File: src/rtl/uart_mmio_bridge.sv
// uart_mmio_bridge
//   Device-side UART controller between a 32-bit register bus and the
//   simulation UART model's byte channels. TX/RX FIFOs decouple bus timing
//   from the model; a registered level interrupt reports RX data / TX drained.
//
// Ports
//   clock, reset_n          : clock, asynchronous active-low reset
//   reg_req_*               : register request (valid/ready, write, addr, wdata)
//   reg_resp_valid/rdata    : one-cycle response, cycle after acceptance
//   serial_out_*            : TX byte stream to the model (valid/ready/bits)
//   serial_in_*             : RX byte stream from the model (valid/ready/bits)
//   irq                     : level interrupt
//
// Register map (addr[3:2]): 0 TXDATA, 1 RXDATA, 2 STATUS, 3 IE
module uart_mmio_bridge #(
    parameter int unsigned FIFO_DEPTH = 8,
    localparam int unsigned CNT_W = $clog2(FIFO_DEPTH) + 1
) (
    input  logic        clock,
    input  logic        reset_n,
    input  logic        reg_req_valid,
    output logic        reg_req_ready,
    input  logic        reg_req_write,
    input  logic [3:0]  reg_req_addr,
    input  logic [31:0] reg_req_wdata,
    output logic        reg_resp_valid,
    output logic [31:0] reg_resp_rdata,
    output logic        serial_out_valid,
    input  logic        serial_out_ready,
    output logic [7:0]  serial_out_bits,
    input  logic        serial_in_valid,
    output logic        serial_in_ready,
    input  logic [7:0]  serial_in_bits,
    output logic        irq
);

    localparam int unsigned PTR_W = $clog2(FIFO_DEPTH);

    typedef enum logic [1:0] {
        REG_TXDATA = 2'd0,
        REG_RXDATA = 2'd1,
        REG_STATUS = 2'd2,
        REG_IE     = 2'd3
    } reg_sel_e;

    // Control state
    logic        ready_q;
    logic        resp_valid_q;
    logic [31:0] resp_rdata_q;
    logic        irq_q;
    logic        tx_ovf_q;
    logic        rx_ie_q;
    logic        tx_ie_q;

    // TX FIFO
    logic [7:0]       tx_mem [FIFO_DEPTH];
    logic [PTR_W-1:0] tx_wptr, tx_rptr;
    logic [CNT_W-1:0] tx_count;

    // RX FIFO
    logic [7:0]       rx_mem [FIFO_DEPTH];
    logic [PTR_W-1:0] rx_wptr, rx_rptr;
    logic [CNT_W-1:0] rx_count;

    logic     accept;
    reg_sel_e sel;
    logic     tx_full, tx_empty, rx_full, rx_empty;
    logic     tx_wr, tx_push, tx_pop, rx_push, rx_pop;
    logic     status_wr, ie_wr;
    logic [31:0] status_word;
    logic [31:0] rdata_next;
    logic     unused_bits;

    assign unused_bits = ^{reg_req_addr[1:0], reg_req_wdata[31:8]};

    assign accept   = reg_req_valid & ready_q;
    assign sel      = reg_sel_e'(reg_req_addr[3:2]);

    // Full/empty always reflect start-of-cycle occupancy.
    assign tx_full  = (tx_count == CNT_W'(FIFO_DEPTH));
    assign tx_empty = (tx_count == '0);
    assign rx_full  = (rx_count == CNT_W'(FIFO_DEPTH));
    assign rx_empty = (rx_count == '0);

    assign tx_wr     = accept & reg_req_write & (sel == REG_TXDATA);
    assign tx_push   = tx_wr & ~tx_full;
    assign tx_pop    = ~tx_empty & serial_out_ready;
    assign rx_push   = serial_in_valid & serial_in_ready;
    assign rx_pop    = accept & ~reg_req_write & (sel == REG_RXDATA) & ~rx_empty;
    assign status_wr = accept & reg_req_write & (sel == REG_STATUS);
    assign ie_wr     = accept & reg_req_write & (sel == REG_IE);

    // Outputs come straight from registered state.
    assign reg_req_ready    = ready_q;
    assign reg_resp_valid   = resp_valid_q;
    assign reg_resp_rdata   = resp_rdata_q;
    assign serial_out_valid = ~tx_empty;
    assign serial_out_bits  = tx_mem[tx_rptr];
    assign serial_in_ready  = ready_q & ~rx_full;
    assign irq              = irq_q;

    always_comb begin
        status_word        = '0;
        status_word[0]     = tx_full;
        status_word[1]     = tx_empty;
        status_word[2]     = rx_empty;
        status_word[3]     = rx_full;
        status_word[4]     = tx_ovf_q;
        status_word[11:8]  = 4'(rx_count);
        status_word[19:16] = 4'(tx_count);
    end

    always_comb begin
        rdata_next = '0;
        if (accept && !reg_req_write) begin
            unique case (sel)
                REG_TXDATA: rdata_next = '0;
                REG_RXDATA: rdata_next = rx_empty ? 32'h8000_0000 : {24'b0, rx_mem[rx_rptr]};
                REG_STATUS: rdata_next = status_word;
                REG_IE:     rdata_next = {30'b0, tx_ie_q, rx_ie_q};
                default:    rdata_next = '0;
            endcase
        end
    end

    always_ff @(posedge clock or negedge reset_n) begin
        if (!reset_n) begin
            ready_q      <= 1'b0;
            resp_valid_q <= 1'b0;
            resp_rdata_q <= '0;
            irq_q        <= 1'b0;
            tx_ovf_q     <= 1'b0;
            rx_ie_q      <= 1'b0;
            tx_ie_q      <= 1'b0;
        end else begin
            ready_q      <= 1'b1;
            resp_valid_q <= accept;
            resp_rdata_q <= rdata_next;
            irq_q        <= (rx_ie_q & ~rx_empty) | (tx_ie_q & tx_empty);
            if (tx_wr && tx_full) begin
                tx_ovf_q <= 1'b1;
            end else if (status_wr && reg_req_wdata[4]) begin
                tx_ovf_q <= 1'b0;
            end
            if (ie_wr) begin
                rx_ie_q <= reg_req_wdata[0];
                tx_ie_q <= reg_req_wdata[1];
            end
        end
    end

    always_ff @(posedge clock or negedge reset_n) begin
        if (!reset_n) begin
            for (int unsigned i = 0; i < FIFO_DEPTH; i++) begin
                tx_mem[i] <= '0;
            end
            tx_wptr  <= '0;
            tx_rptr  <= '0;
            tx_count <= '0;
        end else begin
            if (tx_push) begin
                tx_mem[tx_wptr] <= reg_req_wdata[7:0];
                tx_wptr         <= tx_wptr + PTR_W'(1);
            end
            if (tx_pop) begin
                tx_rptr <= tx_rptr + PTR_W'(1);
            end
            tx_count <= tx_count + CNT_W'(tx_push) - CNT_W'(tx_pop);
        end
    end

    always_ff @(posedge clock or negedge reset_n) begin
        if (!reset_n) begin
            for (int unsigned i = 0; i < FIFO_DEPTH; i++) begin
                rx_mem[i] <= '0;
            end
            rx_wptr  <= '0;
            rx_rptr  <= '0;
            rx_count <= '0;
        end else begin
            if (rx_push) begin
                rx_mem[rx_wptr] <= serial_in_bits;
                rx_wptr         <= rx_wptr + PTR_W'(1);
            end
            if (rx_pop) begin
                rx_rptr <= rx_rptr + PTR_W'(1);
            end
            rx_count <= rx_count + CNT_W'(rx_push) - CNT_W'(rx_pop);
        end
    end

endmodule

File: config.mk
export PLATFORM = sky130hd
export DESIGN_NAME = uart_mmio_bridge
export DESIGN_NICKNAME = d
export VERILOG_FILES = /design/src/rtl/uart_mmio_bridge.sv
export SDC_FILE = /design/constraint.sdc
export NUM_CORES = 1
export LEC_CHECK = 0
export CORE_MARGIN = 2
export CORE_UTILIZATION = 56
export CTS_CLUSTER_DIAMETER = 150
export DETAILED_ROUTE_END_ITERATION = 10
export GPL_TIMING_DRIVEN = 0
export PLACE_DENSITY = 0.8
export RECOVER_POWER = 25
export SETUP_SLACK_MARGIN = 0.05
export SYNTH_ARGS = -nofsm -noshare
export SYNTH_HDL_FRONTEND = slang
export SYNTH_SLANG_ARGS = --single-unit
File: constraint.sdc
create_clock -name clock -period 3.5 [get_ports clock]
set_clock_uncertainty 0.2 [all_clocks]
set_input_delay 0.7 -clock clock [delete_from_list [all_inputs] [get_ports clock]]
set_output_delay 0.7 -clock clock [all_outputs]
set_load 0.01 [all_outputs]
==> flow_summary.html, run 1 <==
<table>
<tr><th>Metric</th><th>Value</th></tr>
<tr><th colspan="2">Routing</th></tr>
<tr><td>Post-route ant nets</td><td>0</td></tr>
<tr><td>Wirelength, routed</td><td>15.25 mm</td></tr>
<tr><td>Count of vias placed by the detailed router</td><td>4442</td></tr>
<tr><td>Mean routed wirelength per cell</td><td>19.28 um</td></tr>
<tr><td>First-pass detailed-route iteration total</td><td>4</td></tr>
<tr><td>Via-to-Cell Ratio</td><td>5.616</td></tr>
<tr><td>Detailed router's first-iteration violation count</td><td>271</td></tr>
<tr><td>Total DRC errors in the routed layout</td><td>0</td></tr>
<tr><th colspan="2">Timing</th></tr>
<tr><td>Min Hold Slack</td><td>0.2839 ns</td></tr>
<tr><td>Highest Clock Rate</td><td>0.2994 GHz</td></tr>
<tr><td>Worst max-slew margin expressed relative to the limit</td><td>-45.28%</td></tr>
<tr><td>Setup repair after global routing missed its margin</td><td>false</td></tr>
<tr><td>Sum of negative setup slack</td><td>0 ns</td></tr>
<tr><td>Tightest Pin Transition</td><td>2.179 ns</td></tr>
<tr><td>Number of endpoints with negative hold slack in the final report</td><td>0</td></tr>
<tr><td>Max-slew violation count</td><td>89</td></tr>
<tr><td>Min Clock Period, post-route</td><td>3.340 ns</td></tr>
<tr><td>Fin crit share</td><td>95.43%</td></tr>
<tr><td>Setup slack of the critical path after layout</td><td>0.1598 ns</td></tr>
<tr><td>Number of endpoints failing setup at the final stage</td><td>0</td></tr>
<tr><th colspan="2">Clock network</th></tr>
<tr><td>Number of cells upsized or downsized after cts</td><td>5</td></tr>
<tr><td>Clk_lat worst skew</td><td>0.42 ns</td></tr>
<tr><td>Number of H-tree branching levels</td><td>4</td></tr>
<tr><td>Clock buffer count from CTS</td><td>17</td></tr>
<tr><td>Setup fix buffers added after clock tree synthesis</td><td>0</td></tr>
<tr><td>TritonCTS clock tree</td><td>done</td></tr>
<tr><td>Sink count of the clock tree</td><td>171</td></tr>
<tr><td>Clock slew at the register clock pins of the worst setup and hold paths</td><td>0.06 ns</td></tr>
<tr><td>Root buffer cell</td><td>sky130_fd_sc_hd__clkbuf_16</td></tr>
<tr><td>Maximum buffer depth of the clock tree</td><td>2</td></tr>
<tr><td>Hold buffer count at CTS</td><td>0</td></tr>
<tr><th colspan="2">Worst setup path</th></tr>
<tr><td>Reg-to-reg critical path startpoint</td><td>rx_count[2]$_DFF_PN0_</td></tr>
<tr><td>Critical path class</td><td>flop to output pin</td></tr>
<tr><td>Maximum fanout along the worst path</td><td>10</td></tr>
<tr><td>Endpoint of the most critical register-to-register path</td><td>rx_count[2]$_DFF_PN0_</td></tr>
<tr><td>Register-to-register path setup slack</td><td>0.61 ns</td></tr>
<tr><td>Path depth of the worst reg2reg path</td><td>12</td></tr>
<tr><td>Crit. End Element</td><td>output pin</td></tr>
<tr><td>Req. time, crit path</td><td>2.60 ns</td></tr>
<tr><td>Setup crit start kind</td><td>flop</td></tr>
<tr><td>Critical Path AT</td><td>2.44 ns</td></tr>
<tr><th colspan="2">Job</th></tr>
<tr><td>Max-cap violations</td><td>1</td></tr>
<tr><th colspan="2">Layout</th></tr>
<tr><td>Net count, final</td><td>668</td></tr>
<tr><td>Fraction of layout instances using a drive strength above 1</td><td>41.24%</td></tr>
<tr><td>Diode count</td><td>0</td></tr>
<tr><td>Design area</td><td>9299 um^2</td></tr>
<tr><td>Synthesis-to-layout area growth</td><td>17.76%</td></tr>
<tr><th colspan="2">Global route</th></tr>
<tr><td>GR Overflow Total</td><td>0</td></tr>
<tr><td>First-pass GRT wire length</td><td>24.92 mm</td></tr>
<tr><td>Initial antenna violation count</td><td>0</td></tr>
<tr><td>Global-route usage over all layers</td><td>22.35%</td></tr>
<tr><td>Number of global-route vias before repair</td><td>4734</td></tr>
<tr><td>Largest net degree at the start of global routing</td><td>90</td></tr>
<tr><th colspan="2">Hold path</th></tr>
<tr><td>Number of instances on the worst hold path</td><td>1</td></tr>
<tr><td>Start point of the worst min-delay path</td><td>rx_count[2]$_DFF_PN0_</td></tr>
<tr><td>Worst min path class</td><td>flop to flop</td></tr>
<tr><td>Worst hold path endpoint</td><td>reg_resp_rdata[10]$_DFF_PN0_</td></tr>
<tr><th colspan="2">Floorplan</th></tr>
<tr><td>Die width</td><td>122.7 um</td></tr>
<tr><td>Number of top-level pins</td><td>95</td></tr>
<tr><td>Area of the core</td><td>13830 um^2</td></tr>
<tr><td>Initial Utilization</td><td>57.11%</td></tr>
<tr><td>Floorplan row count</td><td>43</td></tr>
<tr><td>Floorplan die area</td><td>15070 um^2</td></tr>
<tr><td>Vertical die dimension</td><td>122.7 um</td></tr>
<tr><th colspan="2">Placed design</th></tr>
<tr><td>Worst Setup Slack post-DPL</td><td>-0.1113 ns</td></tr>
<tr><td>Cell area after placement</td><td>8727 um^2</td></tr>
<tr><td>Half-perimeter wire length of the detailed placement result</td><td>10.08 mm</td></tr>
<tr><td>Final GP Congestion</td><td>0.7269</td></tr>
<tr><td>Port buffer count</td><td>52</td></tr>
<tr><th colspan="2">Yosys</th></tr>
<tr><td>Dominant register cell in the synthesized netlist</td><td>sky130_fd_sc_hd__dfrtp_1</td></tr>
<tr><td>Seq/Total Area, Yosys</td><td>54.19%</td></tr>
<tr><td>Share of synthesized registers carrying an async set or reset</td><td>100.0%</td></tr>
<tr><td>Synth Warn #</td><td>0</td></tr>
<tr><td>EDFF count, synth</td><td>0</td></tr>
<tr><td>Combined area of all synthesized cells</td><td>7896 um^2</td></tr>
<tr><td>Average instance area after synthesis</td><td>15.36 um^2</td></tr>
<tr><td>Post-synthesis cell count</td><td>514</td></tr>
<tr><td>Count of distinct cell types in the synthesized netlist</td><td>46</td></tr>
<tr><td>Synthesized flop and latch total</td><td>171</td></tr>
<tr><th colspan="2">Power and ir drop</th></tr>
<tr><td>Peak ir drop on the vdd network</td><td>446.3 uV</td></tr>
<tr><td>P per Cell Area</td><td>753.0 nW/um^2</td></tr>
<tr><td>Pleak</td><td>4.254 nW</td></tr>
<tr><th colspan="2">Run status</th></tr>
<tr><td>Result of the run</td><td>finished with violations</td></tr>
<tr><td>Failing checks</td><td>max-capacitance violations, max-slew violations</td></tr>
</table>
-- flip-flops by register name (all words and copies together), names as in the netlist, 3 cells and up --
signal,count
tx_count,4
rx_wptr,3
rx_count,4
reg_resp_rdata,17
rx_mem,64
tx_rptr,3
rx_rptr,3
tx_wptr,3
tx_mem,64
-- power breakdown --
part / internal, W / total (W) / switching [W]
clock: 0.00108 / 0.00179 / 0.000716
combinational: 0.00131 / 0.00228 / 0.000975
sequential: 0.00258 / 0.00293 / 0.000344
total: 0.00497 / 0.00700 / 0.00203
-- logic make-up after synthesis --
kind of cell	Yosys count	share of synthesized area, %
AOI/OAI and AO/OA	13	1.188
xor gates and xnor gates	12	1.331
adders and majority gates	18	3.042
buffers and inverters	48	3.185
DFF	171	54.19
muxes	182	30.47
other	2	0.09511
and+or+nand+nor	68	6.497
-- cell usage after synthesis (all sizes together), types with 2 or more instances --
library cell  number  area, um^2
a21oi              3       15.01
mux2             147        1655
nor2b              6       37.54
xnor2              6       52.55
nor4b              2       47.55
nand3              6       62.56
fa                 2       40.04
dfrtp            171        4279
nor3b              5       52.55
nand2             14       60.06
clkbuf             7       27.52
buf               25       163.9
and4               2       17.52
nor2              12       47.55
a22oi              2       15.01
conb               2       7.510
xor2               6       52.55
ha                16       200.2
inv               16       60.06
and2              10       62.56
a21o               2       15.01
mux4              32       720.7
a311oi             2       17.52
mux2i              3       30.03
nor3               4       41.29
-- routing by layer --
| metal | GRT usage (%) | wire, um | vias up | part of all wire (%) |
|---|---|---|---|---|
| li1 | - | - | 2002 | - |
| met3 | 4.972 | 556 | 13 | 3.6 |
| met5 | 0 | 0 | - | 0 |
| met1 | 28.70 | 6430 | 2351 | 42 |
| met4 | 5.963 | 142 | 0 | 0.93 |
| met2 | 38.50 | 8118 | 76 | 53 |
-- area by class of cell --
| cell class | count | area, um^2 |
|---|---|---|
| flip-flops and latches | 171 | 4279 |
| plain buffers | 32 | 212.7 |
| inverters | 16 | 60.06 |
| multi-input cells | 309 | 3418 |
| repair buffers | 53 | 543.0 |
| clock buffers | 23 | 467.9 |
| fillers | 998 | 4528 |
| clock inverters | 7 | 92.59 |
| well taps | 180 | 225.2 |
-- layout by cell type (no fill, tap or decap), types with 3 or more instances in the layout --
cell type	n
sky130_fd_sc_hd__inv_1	16
sky130_fd_sc_hd__clkbuf_2	3
sky130_fd_sc_hd__xor2_1	6
sky130_fd_sc_hd__ha_1	16
sky130_fd_sc_hd__nand2_2	3
sky130_fd_sc_hd__mux4_2	32
sky130_fd_sc_hd__dfrtp_1	171
sky130_fd_sc_hd__nand2_1	11
sky130_fd_sc_hd__and2_1	10
sky130_fd_sc_hd__xnor2_1	6
sky130_fd_sc_hd__clkinvlp_4	3
sky130_fd_sc_hd__mux2i_1	3
sky130_fd_sc_hd__buf_4	17
sky130_fd_sc_hd__nor2b_1	6
sky130_fd_sc_hd__a21oi_1	3
sky130_fd_sc_hd__clkbuf_16	17
sky130_fd_sc_hd__conb_1	16
sky130_fd_sc_hd__buf_1	3
sky130_fd_sc_hd__buf_2	3
sky130_fd_sc_hd__nand3_2	4
sky130_fd_sc_hd__nor3b_2	3
sky130_fd_sc_hd__clkdlybuf4s50_1	50
sky130_fd_sc_hd__nor2_1	11
sky130_fd_sc_hd__mux2_2	147
sky130_fd_sc_hd__clkbuf_1	8
-- stage by stage --
step	total power, W	utilization (%)	cells
floorplan	0.004568	-	528
global placement	0.005073	62.88	760
detailed placement	0.005215	63.12	761
CTS	0.007059	67.25	791
global route	0.007407	67.25	791
finish	0.007002	67.25	791
-- critical path: stages (launching register included) --
cell	delay, ns
sky130_fd_sc_hd__dfrtp_1	0.36
sky130_fd_sc_hd__buf_6	0.18
sky130_fd_sc_hd__buf_8	0.19
sky130_fd_sc_hd__mux4_2	0.50
sky130_fd_sc_hd__mux2_2	0.30
sky130_fd_sc_hd__clkdlybuf4s50_1	0.48
-- worst max path at each step --
stage	start	endpoint	slack (ns)	cells after the start
floorplan	reg_req_addr[3]	rx_count[2]$_DFF_PN0_	0.62	11
global placement	reset_n	rx_mem[15]$_DFFE_PN0P_	-4.96	1
detailed placement	reg_req_addr[2]	rx_count[2]$_DFF_PN0_	-0.11	11
CTS	tx_rptr[0]$_DFFE_PN0P_	serial_out_bits[1]	0.06	5
global route	tx_rptr[0]$_DFFE_PN0P_	serial_out_bits[3]	0.06	5
finish	tx_rptr[0]$_DFFE_PN0P_	serial_out_bits[3]	0.16	5
(Power assumes the default switching activity.)
==> run 2: changes to the inputs <==
CTS_CLUSTER_DIAMETER = default   (was 150)
RECOVER_POWER = default   (was 25)
==> flow_summary.html, run 2 (synthesized netlist as in run 1, its figures left out) <==
<table>
<tr><th>Metric</th><th>Value</th></tr>
<tr><th colspan="2">Run status</th></tr>
<tr><td>Result of the run</td><td>completed</td></tr>
<tr><th colspan="2">Timing</th></tr>
<tr><td>Setup repair after global routing missed its margin</td><td>false</td></tr>
<tr><td>Min Hold Slack</td><td>0.06745 ns</td></tr>
<tr><td>Setup slack of the critical path after layout</td><td>0.1505 ns</td></tr>
<tr><td>Highest Clock Rate</td><td>0.2986 GHz</td></tr>
<tr><td>Fin crit share</td><td>95.70%</td></tr>
<tr><td>Number of endpoints failing setup at the final stage</td><td>0</td></tr>
<tr><td>Number of endpoints with negative hold slack in the final report</td><td>0</td></tr>
<tr><td>Worst max-slew margin expressed relative to the limit</td><td>34.84%</td></tr>
<tr><td>Tightest Pin Transition</td><td>0.9731 ns</td></tr>
<tr><td>Min Clock Period, post-route</td><td>3.350 ns</td></tr>
<tr><td>Max-slew violation count</td><td>0</td></tr>
<tr><th colspan="2">Floorplan</th></tr>
<tr><td>Vertical die dimension</td><td>122.7 um</td></tr>
<tr><td>Area of the core</td><td>13830 um^2</td></tr>
<tr><td>Floorplan die area</td><td>15070 um^2</td></tr>
<tr><td>Initial Utilization</td><td>57.11%</td></tr>
<tr><td>Number of top-level pins</td><td>95</td></tr>
<tr><td>Floorplan row count</td><td>43</td></tr>
<tr><td>Die width</td><td>122.7 um</td></tr>
<tr><th colspan="2">Routing</th></tr>
<tr><td>Mean routed wirelength per cell</td><td>19.26 um</td></tr>
<tr><td>Via-to-Cell Ratio</td><td>5.594</td></tr>
<tr><td>Post-route ant nets</td><td>0</td></tr>
<tr><td>First-pass detailed-route iteration total</td><td>4</td></tr>
<tr><td>Count of vias placed by the detailed router</td><td>4425</td></tr>
<tr><td>Wirelength, routed</td><td>15.24 mm</td></tr>
<tr><td>Detailed router's first-iteration violation count</td><td>283</td></tr>
<tr><td>Total DRC errors in the routed layout</td><td>0</td></tr>
<tr><th colspan="2">Worst setup path</th></tr>
<tr><td>CP cell instances</td><td>buf_6 &gt; buf_8 &gt; mux4_2 &gt; mux2_2 &gt; clkdlybuf4s50_1</td></tr>
<tr><td>Maximum fanout along the worst path</td><td>10</td></tr>
<tr><td>Path depth of the worst reg2reg path</td><td>12</td></tr>
<tr><td>Req. time, crit path</td><td>2.60 ns</td></tr>
<tr><td>Critical path's slowest cell</td><td>sky130_fd_sc_hd__mux4_2</td></tr>
<tr><td>Critical path class</td><td>flop to output pin</td></tr>
<tr><td>Critical Path AT</td><td>2.45 ns</td></tr>
<tr><td>Endpoint of the most critical register-to-register path</td><td>rx_count[2]$_DFF_PN0_</td></tr>
<tr><td>Setup crit start kind</td><td>flop</td></tr>
<tr><td>Register-to-register path setup slack</td><td>0.62 ns</td></tr>
<tr><td>Reg-to-reg critical path startpoint</td><td>rx_count[2]$_DFF_PN0_</td></tr>
<tr><td>Crit. End Element</td><td>output pin</td></tr>
<tr><td>Critical Path Max Stage Delay</td><td>0.50 ns</td></tr>
<tr><th colspan="2">Clock network</th></tr>
<tr><td>Hold buffer count at CTS</td><td>0</td></tr>
<tr><td>Number of H-tree branching levels</td><td>4</td></tr>
<tr><td>Setup fix buffers added after clock tree synthesis</td><td>0</td></tr>
<tr><td>Number of cells upsized or downsized after cts</td><td>5</td></tr>
<tr><td>Clock slew at the register clock pins of the worst setup and hold paths</td><td>0.06 ns</td></tr>
<tr><td>TritonCTS clock tree</td><td>done</td></tr>
<tr><td>Maximum buffer depth of the clock tree</td><td>2</td></tr>
<tr><td>Clock buffer count from CTS</td><td>17</td></tr>
<tr><td>Clk_lat worst skew</td><td>0.42 ns</td></tr>
<tr><td>Root buffer cell</td><td>sky130_fd_sc_hd__clkbuf_16</td></tr>
<tr><td>Sink count of the clock tree</td><td>171</td></tr>
<tr><th colspan="2">Layout</th></tr>
<tr><td>Synthesis-to-layout area growth</td><td>17.89%</td></tr>
<tr><td>Diode count</td><td>0</td></tr>
<tr><td>Leading cell type in the layout, fill and taps excluded</td><td>sky130_fd_sc_hd__dfrtp_1</td></tr>
<tr><td>Net count, final</td><td>668</td></tr>
<tr><td>Fraction of layout instances using a drive strength above 1</td><td>41.24%</td></tr>
<tr><td>Most used cells in the layout excluding fill and tap cells</td><td>sky130_fd_sc_hd__dfrtp_1 (171), sky130_fd_sc_hd__mux2_2 (147), sky130_fd_sc_hd__clkdlybuf4s50_1 (51)</td></tr>
<tr><th colspan="2">Global route</th></tr>
<tr><td>Global-route usage over all layers</td><td>22.35%</td></tr>
<tr><td>Number of global-route vias before repair</td><td>4734</td></tr>
<tr><td>GR Overflow Total</td><td>0</td></tr>
<tr><td>Initial antenna violation count</td><td>0</td></tr>
<tr><td>Largest net degree at the start of global routing</td><td>90</td></tr>
<tr><td>First-pass GRT wire length</td><td>24.92 mm</td></tr>
<tr><th colspan="2">Power and ir drop</th></tr>
<tr><td>Power Total</td><td>0.007007 W</td></tr>
<tr><td>Pleak</td><td>4.257 nW</td></tr>
<tr><td>Peak ir drop on the vdd network</td><td>445.6 uV</td></tr>
<tr><td>P per Cell Area</td><td>752.8 nW/um^2</td></tr>
<tr><th colspan="2">Hold path</th></tr>
<tr><td>Worst min path class</td><td>input pin to asynchronous set/reset pin</td></tr>
<tr><th colspan="2">Job</th></tr>
<tr><td>Max-cap violations</td><td>0</td></tr>
<tr><th colspan="2">Placed design</th></tr>
<tr><td>Port buffer count</td><td>52</td></tr>
<tr><td>Final GP Congestion</td><td>0.7269</td></tr>
<tr><td>Half-perimeter wire length of the detailed placement result</td><td>10.08 mm</td></tr>
<tr><td>Worst Setup Slack post-DPL</td><td>-0.1113 ns</td></tr>
</table>
-- run 2: cell count changes in the layout (fill, tap and decap cells not counted), sizes merged --
cell / previous run / this run
clkbuf: 31 / 30
clkdlybuf4s50: 50 / 51
buf: 26 / 27
dlygate4sd3: 1 / 0
-- run 2: final cells by class --
class | instances | area (um^2)
buffer | 32 | 212.7
sequential | 171 | 4279
inverter | 16 | 60.06
clock buffer | 23 | 467.9
tap | 180 | 225.2
multi-input combinational | 309 | 3418
timing repair buffer | 53 | 553.0
clock inverter | 7 | 92.59
fill | 997 | 4518
-- run 2: worst max path at each step --
stage	from	to	slack, ns	cells past startpoint
after global placement	reset_n	rx_mem[15]$_DFFE_PN0P_	-4.96	1
final	tx_rptr[0]$_DFFE_PN0P_	serial_out_bits[1]	0.15	5
after global routing	tx_rptr[0]$_DFFE_PN0P_	serial_out_bits[3]	0.06	5
after floorplan	reg_req_addr[3]	rx_count[2]$_DFF_PN0_	0.62	11
after detailed placement	reg_req_addr[2]	rx_count[2]$_DFF_PN0_	-0.11	11
after CTS	tx_rptr[0]$_DFFE_PN0P_	serial_out_bits[1]	0.06	5
-- run 2: metrics by stage --
| stage | cell area [um^2] | cells | util, % | TNS (ns) |
|---|---|---|---|---|
| 3_5_place_dp | 8727 | 761 | 63.12 | -0.2483 |
| 4_1_cts | 9299 | 791 | 67.25 | 0 |
| 2_1_floorplan | 7949 | 528 | - | 0 |
| 3_3_place_gp | 8695 | 760 | 62.88 | -845.61 |
| 6_report | 9309 | 791 | 67.32 | 0 |
| 5_1_grt | 9309 | 791 | 67.32 | 0 |
-- run 2: critical path: cells and delay by family (launching register included) --
family / cells / cell delay, ns
buffers and inverters: 3 / 0.86
multiplexers: 2 / 0.80
flip-flops: 1 / 0.36
-- run 2: layer usage --
| metal | share of wire (%) | GRT usage [%] | vias up |
|---|---|---|---|
| li1 | - | - | 2014 |
| met1 | 42 | 28.70 | 2322 |
| met2 | 53 | 38.50 | 77 |
| met3 | 3.5 | 4.972 | 12 |
| met4 | 0.73 | 5.963 | 0 |
| met5 | 0 | 0 | - |
-- run 2: where the power goes --
part           switching, W  leakage [nW]  internal (W)
clock              0.000721         0.265       0.00108
combinational      0.000976          1.77       0.00131
sequential         0.000342          2.22       0.00258
==> patch: new RTL, config.mk and constraints of run 1 <==
The parameter `FIFO_DEPTH` goes from 8 to 4.
--- a/src/rtl/uart_mmio_bridge.sv
+++ b/src/rtl/uart_mmio_bridge.sv
@@ -13,7 +13,7 @@
 //
 // Register map (addr[3:2]): 0 TXDATA, 1 RXDATA, 2 STATUS, 3 IE
 module uart_mmio_bridge #(
-    parameter int unsigned FIFO_DEPTH = 8,
+    parameter int unsigned FIFO_DEPTH = 4,
     localparam int unsigned CNT_W = $clog2(FIFO_DEPTH) + 1
 ) (
     input  logic        clock,
Function: changed (a bounded check fails within 10 cycles, from zero or initial values and one cycle with reset_n low).
==> patch against run 1 <==
- sequential share of layout area shrank 2.0 points
- count of clock-buffer cells in the layout down 12
- sequential cell count down 72
- critical endpoint is now tx_count[2]$_DFF_PN0_
- utilization increased by 1.6 points
- worst setup slack gained 0.032 ns
- design area shrank 39%
- area after synthesis is 40% lower
- critical path type is now input port to flop
- sequential power shrank 38%
- hold slack improved by 0.025 ns
- wire length down 46%
- total power shrank 41%
- maximum frequency up 0.96%
==> patch: results (changes against run 1) <==
The slowest cell on the critical path is sky130_fd_sc_hd__clkdlybuf4s50_1. The met1 usage in global routing was 25.8% (-2.9 points); the first-iteration detailed-routing DRC count was 80 (-70%). The fraction of synthesized area in multiplexers came out at 25.2% (-5.3 points).

The average instance area after synthesis came out at 15.2 sq um (-1.2%). By count the netlist is led by sky130_fd_sc_hd__dfrtp_1, sky130_fd_sc_hd__mux2_2, sky130_fd_sc_hd__buf_4. The worst relative slew slack was 16.0% (+61 points); the maximum vdd ir drop was 0.000350 V (-21%). The count of port buffers added during placement was 51 (-1.9%).

The logs give 9 (-8) for the CTS buffer count and 483 (-37%) for the total placed cells including tap cells. The ratio of routed vias to standard cells was 5.27 (-6.1%). The global-route wire length before repair came out at 13,300 um (-47%). The adder and majority cell fraction of the synthesized area was 4.04% (+1.0 points). For the number of levels the H-tree was split into, the log shows 3 (-1). The tools report the source-to-sink clock delay at the later pin of the worst-skew pair as 0.36 ns (-0.06 ns). The cell family contributing the most delay on the critical path is adder cells.

The number of max-cap violations came out at 0 (-1). The number of resized instances in the post-cts repair step is 0 (-5), and the final-layout fill cell count is 577 (-42%). The longest individual stage delay on the worst path was 0.57 ns (+0.07 ns). The all-layer global routing usage is 19.6% (-2.8 points). The pin count of the biggest net entering global routing is 52 (-42%).

The run gives 5800 um (-42%) as the half-perimeter wire length after placement. The flow ran to the end, and the final reports show no timing, DRC or antenna violations. The run gives 52.7% (-1.5 points) as the proportion of synthesized chip area in sequential cells. The tree is rooted in a sky130_fd_sc_hd__clkbuf_8. The wire length reported by the detailed router was 8230 um (-46%); the clock transition at the registers of the reported paths was 0.09 ns (+0.03 ns).

For the vias after detailed routing, the log shows 2,631 (-41%). The tools report the met2 routing resource usage after global routing as 32.3% (-6.2 points). The layout cell share with drive strength beyond 1 is 35.5% (-5.7 points), and the switching part of the total power is 29.6% (+0.49 points).

The final estimated routing congestion in global placement is 0.796 (+9.5%), and the synthesized-area fraction occupied by xor and xnor cells is 1.86% (+0.53 points). The leakage power summed over all cells is 2.56 nW (-40%).
==> patch: logic make-up (layout without fill, tap and decap cells) <==
logic type | Yosys count | after routing
DFF | 99 | 99
adders and majority gates | 14 | 14
buffers and inverters | 39 | 107
muxes | 84 | 84
AOI/OAI and AO/OA | 11 | 11
and+or+nand+nor | 51 | 51
other | 2 | 18
xor gates and xnor gates | 10 | 10
==> patch: metrics by stage <==
step / power (W) / hold slack (ns) / setup WS [ns] / setup TNS [ns] / instance area [sq um]
2_1_floorplan: 0.00289 / 0.204 / 0.716 / 0 / 4760
3_3_place_gp: 0.00327 / 0.283 / -2.07 / -205.07 / 5410
3_5_place_dp: 0.00335 / 0.290 / -0.138 / -0.138 / 5430
4_1_cts: 0.00418 / 0.169 / 0.256 / 0 / 5660
5_1_grt: 0.00439 / 0.322 / 0.0951 / 0 / 5630
6_report: 0.00413 / 0.309 / 0.192 / 0 / 5630
==> patch: layout make-up <==
| cell class | instances | area, sq um | area share, % |
|---|---|---|---|
| Tap cell | 105 | 131 | 2.33 |
| Clock buffer | 11 | 141 | 2.51 |
| Timing Repair Buffer | 52 | 510 | 9.06 |
| Inverter | 13 | 48.8 | 0.866 |
| Buffer | 26 | 195 | 3.47 |
| Sequential cell | 99 | 2480 | 44.0 |
| Clock inverter | 5 | 85.1 | 1.51 |
| Multi-Input combinational cell | 188 | 2040 | 36.3 |
==> patch: worst paths after layout <==
kind                                                endpoint  slack [ns]  depth (start not counted)                     from
min in group asynchronous       reg_resp_rdata[17]$_DFF_PN0_        0.36                          1                  reset_n
worst min register to register         rx_mem[3]$_DFFE_PN0P_        0.31                          1    rx_mem[3]$_DFFE_PN0P_
worst min-delay path                   rx_mem[3]$_DFFE_PN0P_        0.31                          1    rx_mem[3]$_DFFE_PN0P_
worst max register to register         tx_count[2]$_DFF_PN0_        0.72                         11  reg_req_ready$_DFF_PN0_
worst max-delay path                   tx_count[2]$_DFF_PN0_        0.19                         11          reg_req_addr[2]
max in group asynchronous              tx_mem[8]$_DFFE_PN0P_        0.91                          2                  reset_n
==> patch: routing by layer <==
layer	vias to the layer above	routed length [um]
li1	1230	-
met1	1344	3740
met2	53	4060
met3	4	381
met4	0	53
met5	-	0
==> patch: power by group through the flow <==
stage	sequential, W	combinational [W]	clock, W
final	0.00183	0.00148	0.000820
after floorplan	0.00177	0.00112	0
after CTS	0.00183	0.00151	0.000838
after global routing	0.00189	0.00162	0.000888
after global placement	0.00182	0.00145	0
after detailed placement	0.00184	0.00151	0
